===== config.mk =====
export PLATFORM = sky130hd
export DESIGN_NAME = sdram_port_arbiter
export DESIGN_NICKNAME = d
export VERILOG_FILES = /design/src/rtl/sdram_arb_pkg.sv /design/src/rtl/sdram_tag_fifo.sv /design/src/rtl/sdram_port_arbiter.sv
export SDC_FILE = /design/constraint.sdc
export NUM_CORES = 1
export LEC_CHECK = 0
export CAP_MARGIN = 20
export CORE_AREA = 2 2 226 228
export DETAILED_ROUTE_END_ITERATION = 6
export DIE_AREA = 0 0 228 230
export PLACE_DENSITY = 0.43
export SLEW_MARGIN = 20
export SYNTH_ARGS = -nofsm -noshare
export SYNTH_HDL_FRONTEND = slang
export SYNTH_HIERARCHICAL = 1
export SYNTH_SLANG_ARGS = --single-unit

===== constraint.sdc =====
create_clock -name clk_clk -period 9.4 [get_ports clk_clk]
set_input_delay 0.94 -clock clk_clk [delete_from_list [all_inputs] [get_ports clk_clk]]
set_output_delay 0.94 -clock clk_clk [all_outputs]
set_load 0.05 [all_outputs]

===== src/rtl/sdram_arb_pkg.sv =====
`default_nettype none
// ============================================================================
// Module   : sdram_arb_pkg
// Purpose  : Shared types and default sizing for the f2h_sdram port arbiter.
// Revision : 1.0 - initial release
// ============================================================================
package sdram_arb_pkg;

  // Default sizing of the arbiter, usable by integrators and wrappers.
  localparam int DEF_NUM_CH          = 3;
  localparam int DEF_DATA_W          = 64;
  localparam int DEF_ADDR_W          = 29;
  localparam int DEF_BURST_W         = 8;
  localparam int DEF_MAX_OUTSTANDING = 8;

  // Command-side arbiter state.
  typedef enum logic [1:0] {
    IDLE   = 2'd0,
    CMD    = 2'd1,
    WBURST = 2'd2
  } arb_state_e;

endpackage
`default_nettype wire


===== src/rtl/sdram_tag_fifo.sv =====
`default_nettype none
// ============================================================================
// Module   : sdram_tag_fifo
// Purpose  : Synchronous FIFO holding read tags (owning channel + burst length)
//            for read commands in flight on the SDRAM port.
// Revision : 1.0 - initial release
// ============================================================================
module sdram_tag_fifo #(
  parameter int WIDTH = 10,
  parameter int DEPTH = 8
) (
  input  logic             clk,
  input  logic             rst_n,
  input  logic             i_push,
  input  logic [WIDTH-1:0] i_push_data,
  input  logic             i_pop,
  output logic [WIDTH-1:0] o_head,
  output logic             o_full,
  output logic             o_empty
);

  localparam int AW = $clog2(DEPTH);

  logic [WIDTH-1:0] r_mem [DEPTH];
  logic [AW:0]      r_wptr;
  logic [AW:0]      r_rptr;
  logic             w_push_ok;
  logic             w_pop_ok;

  assign w_push_ok = i_push & ~o_full;
  assign w_pop_ok  = i_pop & ~o_empty;
  assign o_empty   = (r_wptr == r_rptr);
  assign o_full    = (r_wptr[AW] != r_rptr[AW]) && (r_wptr[AW-1:0] == r_rptr[AW-1:0]);
  assign o_head    = r_mem[r_rptr[AW-1:0]];

  // Storage needs no reset: entries are only read after being written.
  always_ff @(posedge clk) begin
    if (w_push_ok) r_mem[r_wptr[AW-1:0]] <= i_push_data;
  end

  // Read/write pointers with a wrap bit to tell full from empty.
  always_ff @(posedge clk or negedge rst_n) begin
    if (!rst_n) begin
      r_wptr <= '0;
      r_rptr <= '0;
    end else begin
      if (w_push_ok) r_wptr <= r_wptr + 1'b1;
      if (w_pop_ok)  r_rptr <= r_rptr + 1'b1;
    end
  end

endmodule
`default_nettype wire


===== src/rtl/sdram_port_arbiter.sv =====
`default_nettype none
// ============================================================================
// Module   : sdram_port_arbiter
// Purpose  : Round-robin multiplexer of NUM_CH Avalon-MM bursting masters onto
//            one f2h_sdram port, with write-burst locking and in-order
//            read-response routing through a tag FIFO.
// Revision : 1.0 - initial release
// ============================================================================
module sdram_port_arbiter
  import sdram_arb_pkg::*;
#(
  parameter int NUM_CH          = DEF_NUM_CH,
  parameter int DATA_W          = DEF_DATA_W,
  parameter int ADDR_W          = DEF_ADDR_W,
  parameter int BURST_W         = DEF_BURST_W,
  parameter int MAX_OUTSTANDING = DEF_MAX_OUTSTANDING
) (
  input  logic                       clk_clk,
  input  logic                       reset_reset_n,
  input  logic [NUM_CH*ADDR_W-1:0]   c_address,
  input  logic [NUM_CH*BURST_W-1:0]  c_burstcount,
  input  logic [NUM_CH-1:0]          c_read,
  input  logic [NUM_CH-1:0]          c_write,
  input  logic [NUM_CH*DATA_W-1:0]   c_writedata,
  input  logic [NUM_CH*DATA_W/8-1:0] c_byteenable,
  output logic [NUM_CH-1:0]          c_waitrequest,
  output logic [DATA_W-1:0]          c_readdata,
  output logic [NUM_CH-1:0]          c_readdatavalid,
  output logic [ADDR_W-1:0]          m_address,
  output logic [BURST_W-1:0]         m_burstcount,
  output logic                       m_read,
  output logic                       m_write,
  output logic [DATA_W-1:0]          m_writedata,
  output logic [DATA_W/8-1:0]        m_byteenable,
  input  logic                       m_waitrequest,
  input  logic [DATA_W-1:0]          m_readdata,
  input  logic                       m_readdatavalid,
  output logic                       err_rdv
);

  localparam int CH_W  = $clog2(NUM_CH);
  localparam int BE_W  = DATA_W / 8;
  localparam int TAG_W = CH_W + BURST_W;

  typedef struct packed {
    logic [CH_W-1:0]    ch;
    logic [BURST_W-1:0] burst;
  } tag_t;

  // Per-channel views of the packed client buses.
  logic [ADDR_W-1:0]  w_addr  [NUM_CH];
  logic [BURST_W-1:0] w_bcnt  [NUM_CH];
  logic [DATA_W-1:0]  w_wdata [NUM_CH];
  logic [BE_W-1:0]    w_be    [NUM_CH];

  for (genvar gi = 0; gi < NUM_CH; gi++) begin : g_unpack
    // A zero burstcount is treated as a single beat everywhere downstream.
    assign w_addr[gi]  = c_address[gi*ADDR_W +: ADDR_W];
    assign w_bcnt[gi]  = (c_burstcount[gi*BURST_W +: BURST_W] == '0) ?
                         BURST_W'(1) : c_burstcount[gi*BURST_W +: BURST_W];
    assign w_wdata[gi] = c_writedata[gi*DATA_W +: DATA_W];
    assign w_be[gi]    = c_byteenable[gi*BE_W +: BE_W];
  end

  // First requester at or after ptr, wrapping from NUM_CH-1 back to 0.
  function automatic logic [CH_W-1:0] rr_pick(input logic [NUM_CH-1:0] req,
                                              input logic [CH_W-1:0]   ptr);
    logic found;
    int   idx;
    rr_pick = ptr;
    found   = 1'b0;
    for (int k = 0; k < NUM_CH; k++) begin
      idx = (int'(ptr) + k) % NUM_CH;
      if (!found && req[idx[CH_W-1:0]]) begin
        rr_pick = CH_W'(idx);
        found   = 1'b1;
      end
    end
  endfunction

  arb_state_e          r_state, w_state_nxt;
  logic [CH_W-1:0]     r_grant, w_grant_nxt;
  logic [CH_W-1:0]     r_rr_ptr, w_rr_nxt;
  logic [BURST_W-1:0]  r_wcnt, w_wcnt_nxt;
  logic [BURST_W-1:0]  r_rcnt;
  logic                r_err_rdv;

  logic                w_full;
  logic                w_empty;
  logic                w_push;
  logic                w_pop;
  logic [NUM_CH-1:0]   w_req;
  logic                w_g_read;
  logic                w_g_write;
  logic [CH_W-1:0]     w_after_grant;
  logic [TAG_W-1:0]    w_push_raw;
  logic [TAG_W-1:0]    w_head_raw;
  tag_t                w_push_tag;
  tag_t                w_head;
  logic                w_rdv_ok;
  logic [BURST_W-1:0]  w_beats_left;
  logic                w_last_beat;

  // Reads are masked while every tag slot is in use; writes never need a tag.
  assign w_req         = (c_read & ~{NUM_CH{w_full}}) | c_write;
  assign w_g_read      = c_read[r_grant] & ~w_full;
  assign w_g_write     = c_write[r_grant];
  assign w_after_grant = (r_grant == CH_W'(NUM_CH - 1)) ? '0 : r_grant + 1'b1;

  // The command side always shows the granted client; the strobes qualify it.
  assign m_address    = w_addr[r_grant];
  assign m_burstcount = w_bcnt[r_grant];
  assign m_writedata  = w_wdata[r_grant];
  assign m_byteenable = w_be[r_grant];

  // Arbiter state register.
  always_ff @(posedge clk_clk or negedge reset_reset_n) begin
    if (!reset_reset_n) begin
      r_state  <= IDLE;
      r_grant  <= '0;
      r_rr_ptr <= '0;
      r_wcnt   <= '0;
    end else begin
      r_state  <= w_state_nxt;
      r_grant  <= w_grant_nxt;
      r_rr_ptr <= w_rr_nxt;
      r_wcnt   <= w_wcnt_nxt;
    end
  end

  // Next-state, grant and command-strobe decode.
  always_comb begin
    w_state_nxt   = r_state;
    w_grant_nxt   = r_grant;
    w_rr_nxt      = r_rr_ptr;
    w_wcnt_nxt    = r_wcnt;
    w_push        = 1'b0;
    m_read        = 1'b0;
    m_write       = 1'b0;
    c_waitrequest = '1;
    case (r_state)
      IDLE: begin
        if (|w_req) begin
          w_grant_nxt = rr_pick(w_req, r_rr_ptr);
          w_state_nxt = CMD;
        end
      end
      CMD: begin
        if (w_g_write) begin
          m_write                = 1'b1;
          c_waitrequest[r_grant] = m_waitrequest;
          if (!m_waitrequest) begin
            w_rr_nxt = w_after_grant;
            if (w_bcnt[r_grant] == BURST_W'(1)) begin
              w_state_nxt = IDLE;
            end else begin
              w_wcnt_nxt  = w_bcnt[r_grant] - 1'b1;
              w_state_nxt = WBURST;
            end
          end
        end else if (w_g_read) begin
          m_read                 = 1'b1;
          c_waitrequest[r_grant] = m_waitrequest;
          if (!m_waitrequest) begin
            w_push      = 1'b1;
            w_rr_nxt    = w_after_grant;
            w_state_nxt = IDLE;
          end
        end else begin
          // Client withdrew its request before acceptance: nothing issued.
          w_rr_nxt    = w_after_grant;
          w_state_nxt = IDLE;
        end
      end
      WBURST: begin
        m_write                = c_write[r_grant];
        c_waitrequest[r_grant] = m_waitrequest;
        if (c_write[r_grant] && !m_waitrequest) begin
          w_wcnt_nxt = r_wcnt - 1'b1;
          if (r_wcnt == BURST_W'(1)) w_state_nxt = IDLE;
        end
      end
      default: w_state_nxt = IDLE;
    endcase
  end

  assign w_push_tag = '{ch: r_grant, burst: w_bcnt[r_grant]};
  assign w_push_raw = w_push_tag;
  assign w_head     = tag_t'(w_head_raw);

  sdram_tag_fifo #(
    .WIDTH (TAG_W),
    .DEPTH (MAX_OUTSTANDING)
  ) u_tag_fifo (
    .clk         (clk_clk),
    .rst_n       (reset_reset_n),
    .i_push      (w_push),
    .i_push_data (w_push_raw),
    .i_pop       (w_pop),
    .o_head      (w_head_raw),
    .o_full      (w_full),
    .o_empty     (w_empty)
  );

  // Response routing: beats belong to the oldest outstanding tag.
  assign w_rdv_ok        = m_readdatavalid & ~w_empty;
  assign w_beats_left    = (r_rcnt == '0) ? w_head.burst : r_rcnt;
  assign w_last_beat     = (w_beats_left == BURST_W'(1));
  assign w_pop           = w_rdv_ok & w_last_beat;
  assign c_readdata      = m_readdata;
  assign c_readdatavalid = w_rdv_ok ? ({{(NUM_CH-1){1'b0}}, 1'b1} << w_head.ch) : '0;
  assign err_rdv         = r_err_rdv;

  // Beat counter for the head tag and the sticky orphan-beat flag.
  always_ff @(posedge clk_clk or negedge reset_reset_n) begin
    if (!reset_reset_n) begin
      r_rcnt    <= '0;
      r_err_rdv <= 1'b0;
    end else begin
      if (w_rdv_ok) r_rcnt <= w_last_beat ? '0 : w_beats_left - 1'b1;
      if (m_readdatavalid && w_empty) r_err_rdv <= 1'b1;
    end
  end

endmodule
`default_nettype wire


* After elaboration in Yosys (flattened, before gate mapping) *
Memory sizes are Yosys's and may differ from the RTL's.
Index checks and enable logic that the tools add are counted.

storage, ports and cells
  output and inout bits = 182
  memories kept = 1
  memory bits (writable) = 80
  input port bits = 401
  word-level logic and storage cells = 147
  register bits = 31

memory list
  name              depth  width  read ports  clocked after Yosys merged registers in  write ports  line                  RTL
  u_tag_fifo.r_mem  8      10     1           0                                        1            sdram_tag_fifo.sv:24  logic [WIDTH-1:0] r_mem [DEPTH];

cells by class
  order comparisons = 6
  multiplexer cells = 71
  eq/ne operators = 17
  shift operators = 1
  reduce and logical (&&, ||, !) cells = 19
  $add $sub $neg = 8
  bitwise logic cells = 13
  divide/modulo/power cells = 3

operators by type and width
  kind                                                                      number
  64-bit binary-select mux with 2-bit select                                1
  64-bit 2-to-1 mux                                                         2
  8-bit 2-to-1 mux                                                          13
  32-bit by 3-bit remainder unit with 32-bit output, second input constant  2
  29-bit binary-select mux with 2-bit select                                1
  29-bit 2-to-1 mux                                                         2
  8-bit binary-select mux with 2-bit select                                 2
  8-bit zero test                                                           4
  3-bit by 3-bit remainder unit with 32-bit output, second input constant   1
  2-bit 2-to-1 mux                                                          15
  8-bit by 1-bit == test with 1-bit output, second input constant           3
  8-bit by 1-bit subtractor with 8-bit output, second input constant        3
  1-bit 2-to-1 mux                                                          22
  8-bit case mux with 2 select lines                                        1
  2-bit by 3-bit < comparator with 1-bit output, second input constant      4
  2-bit != test, second input constant                                      6
  1-bit binary-select mux with 2-bit select                                 5
  5-bit AND reduction                                                       2
  3-bit 2-to-1 mux                                                          3
  4-bit by 1-bit adder with 4-bit output, second input constant             2
  1-bit logical AND                                                         6
  3-bit != test, second input constant                                      2
  3-bit NOT                                                                 2
  3-bit bitwise OR                                                          2
  24 further kinds                                                          32

* Depth between registers and ports, before layout *
Gate-level depths: netlist (run 1).

  word-level depth = 18
  gate-level depth with buffers = 13
  depth with buffers taken out = 11

* Hierarchy *
Netlist (run 1), hierarchy kept.

by module, submodules not included
  module              area an instance (um^2)  cells each  seq. area each (um^2)  times used
  sdram_port_arbiter  4,754.6                  679         575.6                  1
  sdram_tag_fifo      3,673.5                  173         2,602.5                1

* Least setup slack after synthesis (run 1) *
Ideal clock, no wire load.

  kind = register to output
  start = reg r_grant[1]
  end = out m_writedata[10]
  path buffers = 4
  data required time = 8.460 ns
  data arrival time = 2.850 ns
  slack = 5.610 ns
  cell stages (with the launch flop) = 7
  path through = dfrtp_1 -> buf_6 -> buf_2 -> buf_1 -> buf_1 -> mux2i_1 -> o21ai_0

on the way
  cells in the longest elaborated chain, start to end = 4

RTL lines
  element                                                line                       RTL
  start, declared                                        sdram_port_arbiter.sv:82   logic [CH_W-1:0] r_grant, w_grant_nxt;
  start signal, assigned                                 sdram_port_arbiter.sv:125  r_grant <= w_grant_nxt;
  2-bit NOT with 3-bit output (implied by the code)      sdram_port_arbiter.sv:113  assign m_writedata = w_wdata[r_grant];
  64-bit binary-select mux with 2-bit select             sdram_port_arbiter.sv:113
  64-bit 2-to-1 mux (implied by the code) (2 in series)  sdram_port_arbiter.sv:113
  end, declared                                          sdram_port_arbiter.sv:33   output logic [DATA_W-1:0] m_writedata,

Every way passes these cells. The select of a mux whose other input is x is not followed.

* Worst setup path after layout (run 1) *
  start = reg r_grant[1]
  end = out m_writedata[39]

Same word-level chain as after synthesis.

==> results.txt, run 1 <==
Vias/cell -> 4.47
Achievable frequency -> 186 MHz
Die Span Y -> 230 um
Post-Syn Instances -> 852
Synth Register Bits -> 111
Drt initial violations -> 644
Sw frac -> 57.6%
CTS tree -> yes
Vias -> 8492
Logic pwr share -> 73.8%
Commonest non-fill, non-tap cell in the layout -> clkdlybuf4s50_1
Initial Util -> 16.9%
Drt total wl -> 60700 um
GRT Util Overall -> 22.4%
Root Driver -> clkbuf_16
PostCTS Resize Cnt -> 0
Area Overhead vs Synth -> 61.0%
Net Switching -> 2.61 mW
Critical Path AT -> 4440 ps
Diodes inserted -> 0
Register share of total power -> 17.0%
HP Class -> flip-flop to flip-flop
Synth Area in Compound Gates -> 14.4%
CP endpoint kind -> output pin
Main combinational cell family by area after synthesis -> multiplexers
Final Hold Fails -> 0
Drt pass-1 iters -> 5
Leakage power total -> 4.80 nW
Final ANT Viol Nets -> 0
Post-synth EDFFs -> 80
Cell Pwr Density -> 334 nW/um2
Post-CTS Setup Bufs -> 0
Sequential-to-total area share from yosys stat -> 37.7%
Share of cells above drive strength 1 -> 7.26%
Fin crit share -> 57.3%
Nets@finish -> 1636
CTS Hold Bufs -> 0
Cells after DPL -> 1881
Wire per inst -> 32.0 um
Most frequent cells in the layout -> clkdlybuf4s50_1 (454), nand2_1 (123), mux2i_1 (111), o21ai_0 (107), edfxtp_1 (80)
Rows -> 82
DRC -> 0
Status -> completed
Initial antenna violation count -> 26
Cell Area, Synth -> 8430 um2
Critical path class -> flip-flop to output pin
CTS Buffer Depth -> 2
Max-slew violation count -> 0
Worst Setup Start Kind -> flip-flop
TritonCTS buffer count -> 9
DIE AREA -> 52400 um2
Clk slew on worst S/H paths -> 70 ps
Mux contribution to synthesized area -> 20.7%
CTS Sinks -> 111
CP Max Fanout -> 52
Grt total ovfl -> 0
PortBufs -> 454
Total core area -> 49900 um2
Finished Layout Cells -> 1898
Internal power -> 1.92 mW
Hold slack -> 464 ps
Post-Synth Simple-Gate Area -> 13.0%
Post-synthesis adder-cell area fraction -> 2.08%
DIE WIDTH -> 228 um
Global-route wire length before repair -> 78500 um
Clock Latency Late Sink -> 360 ps
Synth Net Count -> 1267
Boundary pin count -> 583
Worst VDD drop -> 0.174 mV
Top_reg_cell synth -> edfxtp_1
Layout Utilization -> 27.2%
Max-Cap Viols -> 0
Setup TNS -> 0 ps
Async S/R FF share, synth -> 27.9%
Clock Skew -> 9.73 ps
RSZ-0062 raised after global routing -> no
Ys Warns -> 6
GP Congestion -> 1.07
WP data required -> 8460 ps
Number of global-route vias before repair -> 8392
H-tree lvl count -> 3
Slew HR -> 10.4%
Pin count of the biggest net entering global routing -> 92
Final min period -> 5380 ps
Actual slew at the worst max-slew pin -> 1330 ps
Fraction of synthesized cell area in xor and xnor cells -> 2.06%
# setup viols final -> 0
Number of distinct library cells after synthesis -> 72
Post-DP HPWL -> 52500 um
Syn avg cell area -> 9.89 um2
Clock power frac -> 9.1%
## per-stage QoR
step	total power [mW]	cell area [um2]	setup WS, ps
detailed placement	4.13	13300	4360
global route	4.73	13600	3830
CTS	4.55	13600	3960
finish	4.53	13600	4020
global placement	4.12	13300	4320
floorplan	2.78	8430	5610
## state kept, by name (all words and copies together) (netlist names)
name               cells
u_tag_fifo/r_rptr      4
u_tag_fifo/r_mem      80
u_tag_fifo/r_wptr      4
r_state                2
r_rr_ptr               2
r_wcnt                 8
r_rcnt                 8
r_grant                2
err_rdv                1
## final timing paths
path / start / endpoint / slack (ps) / cells after the start
worst max-delay path: r_grant[1]$_DFFE_PN0P_ / m_writedata[39] / 4020 / 6
worst min-delay path: err_rdv$_DFFE_PN0P_ / err_rdv$_DFFE_PN0P_ / 460 / 1
worst max register to register: u_tag_fifo/r_rptr[2]$_DFFE_PN0P_ / u_tag_fifo/r_mem[7][4]$_DFFE_PP_ / 5230 / 7
worst min register to register: err_rdv$_DFFE_PN0P_ / err_rdv$_DFFE_PN0P_ / 460 / 1
max in group asynchronous: reset_reset_n / r_grant[0]$_DFFE_PN0P_ / 7990 / 2
min in group asynchronous: reset_reset_n / r_rcnt[5]$_DFFE_PN0P_ / 1010 / 2
## cell usage after synthesis, types with 17 or more instances
master	number	area share, %
nand2_1	123	5.5
edfxtp_1	80	29
mux4_2	17	4.5
nor3_1	19	1.1
clkbuf_1	26	1.2
mux2i_1	111	13
dfrtp_1	31	9.2
buf_4	65	5.8
inv_1	28	1.2
a21oi_1	17	1.0
nor2_1	20	0.89
o21ai_0	116	6.9
## final cells by class
| class | count | area (um2) |
|---|---|---|
| Multi-Input combinational cell | 595 | 4420 |
| Tap cell | 672 | 841 |
| Clock inverter | 6 | 85.1 |
| Clock buffer | 10 | 229 |
| Inverter | 28 | 105 |
| Sequential cell | 111 | 3190 |
| Fill cell | 5338 | 36300 |
| Timing Repair Buffer | 476 | 4710 |
## cell families after synthesis
group | Yosys count
mux | 146
compound gates | 197
fa+ha+maj | 14
buf+inv | 146
simple gates | 222
xor+xnor | 16
flops | 111
## metal layers
layer	part of all wire [%]	global-route usage, %	vias to the layer above
met1	50	33.5	4146
met3	13	11.7	26
met2	37	28.6	495
met4	0.53	1.39	6
li1	-	-	3819
met5	0.30	2.11	-
## power groups by stage
| stage | clock network [mW] | logic, mW | registers (mW) |
|---|---|---|---|
| after floorplan | 0 | 2.08 | 0.700 |
| after global placement | 0 | 3.34 | 0.781 |
| after detailed placement | 0 | 3.34 | 0.783 |
| after CTS | 0.428 | 3.35 | 0.774 |
| after global routing | 0.446 | 3.50 | 0.789 |
| final | 0.414 | 3.34 | 0.771 |
## worst max-delay path, cell delays in order, from the launching register on
cell and delay [ps]:
dfrtp_4 720, nor2b_4 510, buf_4 500, buf_4 670
nand2_1 120, o21ai_0 510, clkdlybuf4s50_1 1010
Power figures use the tool's default switching activity.
==> inputs of run 2 (changes only) <==
Settings changed: CORE_AREA 2 2 226 228 to 2 2 225 227, DIE_AREA 0 0 228 230 to 0 0 227 229, PLACE_DENSITY 0.43 to 0.44.
Clock period 9.4 ns to 4.5 ns, I/O delays scaled along.
==> run 2 against run 1 <==
Compared with the run above: die area decreased by 0.87%; flip-flop and latch count unchanged; global-route usage decreased by 1.2 points; critical path type unchanged; worst setup slack got worse by 3300 ps; via count increased by 0.81%; register-to-register slack got worse by 4200 ps; cell count increased by 1.3%; highest routed layer unchanged.
==> results.txt, run 2 (synthesis results as in run 1) <==
Post-CTS Setup Bufs -> 0 (unchanged)
Final Hold Fails -> 0 (unchanged)
PostCTS Resize Cnt -> 0 (unchanged)
GP Congestion -> 0.919 (-14%)
GRT Util Overall -> 21.2% (-1.2 points)
Reg area -> 3190 um2 (unchanged)
Multi-input gate area -> 4430 um2 (+0.28%)
Worst Setup Start Kind -> flip-flop
Sw frac -> 57.5% (-0.092 points)
Global-route wire length before repair -> 74400 um (-5.2%)
Critical path class -> flip-flop to output pin
Worst VDD drop -> 0.239 mV (+37%)
Critical path's slowest cell -> clkdlybuf4s50_1
Drt initial violations -> 450 (-30%)
Vias/cell -> 4.45 (-0.45%)
CP endpoint kind -> output pin
Logic pwr share -> 74.8% (+1.0 points)
Drt total wl -> 56500 um (-7.0%)
H-tree lvl count -> 3 (unchanged)
Root Driver -> clkbuf_16
WP data required -> 4050 ps (-4410 ps)
Max incr delay on CP -> 980 ps (-30 ps)
Pre-CTS WS -> 599 ps (-3760 ps)
Slew HR -> 11.4% (+1.0 points)
TritonCTS buffer count -> 9 (unchanged)
Initial Util -> 17.0% (+0.070 points)
Boundary pin count -> 583 (unchanged)
Status -> completed
Cells after DPL -> 1904 (+1.2%)
CTS Buffer Depth -> 2 (unchanged)
Clock Latency Late Sink -> 360 ps (about the same)
Number of global-route vias before repair -> 8634 (+2.9%)
Rows -> 82 (unchanged)
DIE AREA -> 52000 um2 (-0.87%)
DRC -> 0 (unchanged)
DIE WIDTH -> 227 um (-0.44%)
# fillers -> 5363 (+0.47%)
Setup TNS -> 0 ps (unchanged)
CTS Hold Bufs -> 0 (unchanged)
Critical Path AT -> 3380 ps (-1060 ps)
Most frequent cells in the layout -> clkdlybuf4s50_1 (414), nand2_1 (123), o21ai_0 (116), mux2i_1 (111), buf_4 (81)
PortBufs -> 454 (unchanged)
Achievable frequency -> 261 MHz
Max-Cap Viols -> 0 (unchanged)
CTS tree -> yes
Die Span Y -> 229 um (-0.43%)
Final instance area -> 13700 um2 (+0.97%)
Placed cell areas -> 13400 um2 (+0.93%)
Critical-path cell list -> buf_12 > buf_4 > mux2i_1 > o21ai_0 > clkdlybuf4s50_1
PnR Total Power -> 9.54 mW (+110%)
Final worst slack -> 673 ps (-3340 ps)
CTS Sinks -> 111 (unchanged)
Finished Layout Cells -> 1922 (+1.3%)
Register share of total power -> 15.9% (-1.1 points)
Actual slew at the worst max-slew pin -> 1310 ps (-15.2 ps)
Nets@finish -> 1658 (+1.3%)
Area Overhead vs Synth -> 62.6%
Clock power frac -> 9.2% (about the same)
Clk slew on worst S/H paths -> 80 ps (about the same)
Share of cells above drive strength 1 -> 12.4% (+5.2 points)
Total core area -> 49700 um2 (-0.41%)
Pin count of the biggest net entering global routing -> 54 (-41%)
RSZ-0062 raised after global routing -> no
Cell Pwr Density -> 696 nW/um2 (+110%)
Largest register FFs -> 80 (unchanged)
# setup viols final -> 0 (unchanged)
Drt pass-1 iters -> 5 (unchanged)
Final ANT Viol Nets -> 0 (unchanged)
Final min period -> 3830 ps
Commonest non-fill, non-tap cell in the layout -> clkdlybuf4s50_1
Wire per inst -> 29.4 um (-8.2%)
Clock Skew -> 9.64 ps (-0.0923 ps)
Leakage power total -> 4.97 nW (+3.6%)
Net Switching -> 5.48 mW (+110%)
Fin crit share -> 85.0%
Internal power -> 4.06 mW (+110%)
Grt total ovfl -> 0 (unchanged)
Post-DP HPWL -> 49100 um (-6.5%)
Initial antenna violation count -> 18 (-31%)
CP Max Fanout -> 53 (+1.9%)
Max-slew violation count -> 0 (unchanged)
HP Class -> flip-flop to flip-flop
Vias -> 8561 (+0.81%)
==> run 2: final cells by class <==
cell class	count	area share [%]
clock inverter	6	0.685
multi-input combinational	595	32.3
timing repair buffer	498	35.1
clock buffer	10	1.67
inverter	28	0.767
tap	672	6.14
antenna	2	0.0365
sequential	111	23.3
==> run 2: critical path: cells and delay by family (launching register included) <==
kind | cells | cell delay, ps
mux | 1 | 100
buf+inv | 3 | 1650
flops | 1 | 440
compound gates | 1 | 760
==> run 2: path summary, 6_finish.rpt <==
path	cells after the start	end	slack, ps	from
worst max-delay path	5	m_writedata[3]	670	r_grant[1]$_DFFE_PN0P_
worst min-delay path	1	err_rdv$_DFFE_PN0P_	460	err_rdv$_DFFE_PN0P_
max in group asynchronous	2	r_grant[0]$_DFFE_PN0P_	3580	reset_reset_n
worst max register to register	10	u_tag_fifo/r_rptr[1]$_DFFE_PN0P_	1050	u_tag_fifo/r_rptr[1]$_DFFE_PN0P_
worst min register to register	1	err_rdv$_DFFE_PN0P_	460	err_rdv$_DFFE_PN0P_
min in group asynchronous	2	err_rdv$_DFFE_PN0P_	520	reset_reset_n
==> run 2: per-layer routing <==
metal  GRT usage, %  up-vias  wire, um
met5           3.04        -       226
met4           1.23        4       281
met3           13.5       23      8710
met2           27.2      520     20800
met1           30.2     4148     26400
li1               -     3866         -
==> run 2: through the flow <==
step / util, % / hold WS [ps]
finish: 27.6 / 462
global route: 27.6 / 491
CTS: 27.6 / 470
detailed placement: 26.9 / 451
global placement: 26.9 / 443
floorplan: - / 154
==> run 2: power groups by stage <==
stage / Clock (mW) / Combinational, mW / Sequential, mW
finish: 0.882 / 7.14 / 1.52
global route: 0.938 / 7.53 / 1.54
CTS: 0.904 / 7.18 / 1.52
detailed placement: 0 / 7.17 / 1.54
global placement: 0 / 7.14 / 1.54
floorplan: 0 / 4.35 / 1.46
==> edit: new RTL, config.mk and constraints of run 2 <==
Put one more register stage on the output `err_rdv`, cleared by the reset. The value now appears one clock later. The other outputs are not delayed to match.
--- a/src/rtl/sdram_port_arbiter.sv
+++ b/src/rtl/sdram_port_arbiter.sv
@@ -210,5 +210,11 @@
   assign c_readdata      = m_readdata;
   assign c_readdatavalid = w_rdv_ok ? ({{(NUM_CH-1){1'b0}}, 1'b1} << w_head.ch) : '0;
-  assign err_rdv         = r_err_rdv;
+  always_ff @(posedge clk_clk or negedge reset_reset_n) begin
+    if (!reset_reset_n) begin
+      err_rdv <= '0;
+    end else begin
+      err_rdv <= r_err_rdv;
+    end
+  end
 
   // Beat counter for the head tag and the sticky orphan-beat flag.
Function: not settled (the Yosys comparison gave no result); the edit may change what the design does.
==> edit against run 2 <==
First-iteration DRC count grew 93%. Worst hold slack lost 50 ps. Sequential cell count grew 1. Global-route usage grew 1.5 points. Worst setup slack lost 170 ps. Wire length grew 7.5%. Area after synthesis grew 1.6%. Via count grew 1.8%. Final area grew 0.39%. Maximum frequency shrank 4.1%. Total power shrank 7.8%. Critical path depth grew 1. Largest cell class unchanged.
==> edit: results (changes against run 2) <==
metric	value	unit	change
outcome	completed		
fillers	5359		-0.075%
slew-limit-headroom	32.5	%	+21 points
dpl.hpwl	52300	um	+6.7%
drt_iter0_markers	870		+93%
path_clk_slew	80	ps	about the same
grtUsageTotal	22.7	%	+1.5 points
async_flop_share	28.6	%	+0.64 points
min_path_type	reg -> reg		
yosysMostFrequentCell	nand2_1		
reg2reg_depth	8		-2
grt_pass1_vias	8795		+1.9%
synth-edff-count	80		unchanged
via_per_inst	4.53		+1.8%
synth_warnings	6		unchanged
clk_latency	360	ps	about the same
grt_pass1_wl	78100	um	+4.9%
postSynthAreaPerCell	9.94	um2	+0.45%
htree_num_levels	3		unchanged
worstHoldPathCells	0		-1
synth_nets	1277		+0.79%
yosys-top-cells-area	edfxtp_1 (28%), mux2i_1 (14%), dfrtp_1 (9.3%)		
synth_ff_type	edfxtp_1		
io_buffers	454		unchanged
firstDrtPassIters	5		unchanged
ys_top_cells_by_count	nand2_1 (126), o21ai_0 (118), mux2i_1 (116)		
place.gp.congestion	0.887		-3.5%
synth-seq-area-share	37.4	%	-0.31 points
cts_buffers	9		unchanged
grt_max_degree	74		+37%
worstPathArrival	3540	ps	+160 ps
wirelength	60700	um	+7.5%
largest_reg_flops	80		unchanged
postCtsSetupRepairBufs	0		unchanged
layout.nets	1652		-0.36%
clockRootBuffer	clkbuf_16		
wl_per_cell	31.6	um	+7.5%
synth_cell_types	72		unchanged
ir_drop	0.000327	V	+37%
ctsLongestPathBuffers	2		unchanged
cts_resized	0		unchanged
critPathMaxFanout	21		-60%
drive_gt1_share	9.82	%	-2.6 points
place_ws	715	ps	+116 ps
leakage	4.68	nW	-5.8%
skew	13.9	ps	+4.21 ps
dp_cells	1898		-0.32%
antenna_found_initial	23		+5
[edit: through the flow]
step,cell area [um2],utilization [%]
after floorplan,8570,-
after global routing,13700,27.7
after global placement,13400,27.0
after detailed placement,13400,27.0
final,13800,27.7
after CTS,13700,27.7
[edit: path summary, 6_finish.rpt]
kind                                 startpoint                    to  slack [ps]
max in group asynchronous         reset_reset_n            r_grant[1]        3580
min in group asynchronous         reset_reset_n               err_rdv         510
hold reg to reg                       r_err_rdv               err_rdv         410
setup / recovery           u_tag_fifo/r_rptr[1]    c_readdatavalid[1]         510
setup reg to reg           u_tag_fifo/r_rptr[1]  u_tag_fifo/r_rptr[1]         670
hold / removal                        r_err_rdv               err_rdv         410
[edit: area by class of cell]
cell class | count | share of cell area, %
Multi-Input combinational cell | 611 | 33.1
Clock inverter | 7 | 0.646
Timing Repair Buffer | 483 | 34.5
Sequential cell | 112 | 23.3
Clock buffer | 9 | 1.64
Tap cell | 672 | 6.11
Inverter | 20 | 0.546
Antenna cell | 8 | 0.146
[edit: report_power, final]
part	switching, mW	internal (mW)	total [mW]	leakage, nW
Sequential	0.224	1.34	1.57	1.12
Clock	0.409	0.444	0.853	0.155
Combinational	4.40	1.97	6.37	3.41
Total	5.03	3.76	8.79	4.68
[edit: kinds of logic after synthesis]
kind of cell | after synthesis | synth area share (%)
and+or+nand+nor | 232 | 13.5
AOI/OAI and AO/OA | 199 | 14.5
adders and majority gates | 14 | 2.05
muxes | 151 | 20.9
DFF | 112 | 37.4
buffers and inverters | 139 | 9.68
xor gates and xnor gates | 15 | 1.93
[edit: routing by layer]
layer / part of all wire, % / vias to the layer above / routed length [um] / GRT usage (%)
li1: - / 3874 / - / -
met1: 42 / 4193 / 25200 / 28.5
met2: 41 / 558 / 24700 / 31.5
met3: 16 / 64 / 9650 / 15.6
met4: 1.3 / 24 / 819 / 4.11
met5: 0.54 / - / 330 / 3.51
[edit: critical path: stages, from the launching register on]
cell and delay, ps:
dfrtp_1 1020, xor2_4 260, or3_4 460, nor2_1 270, nand2b_1 350, nor3b_1 100, clkdlybuf4s50_1 710
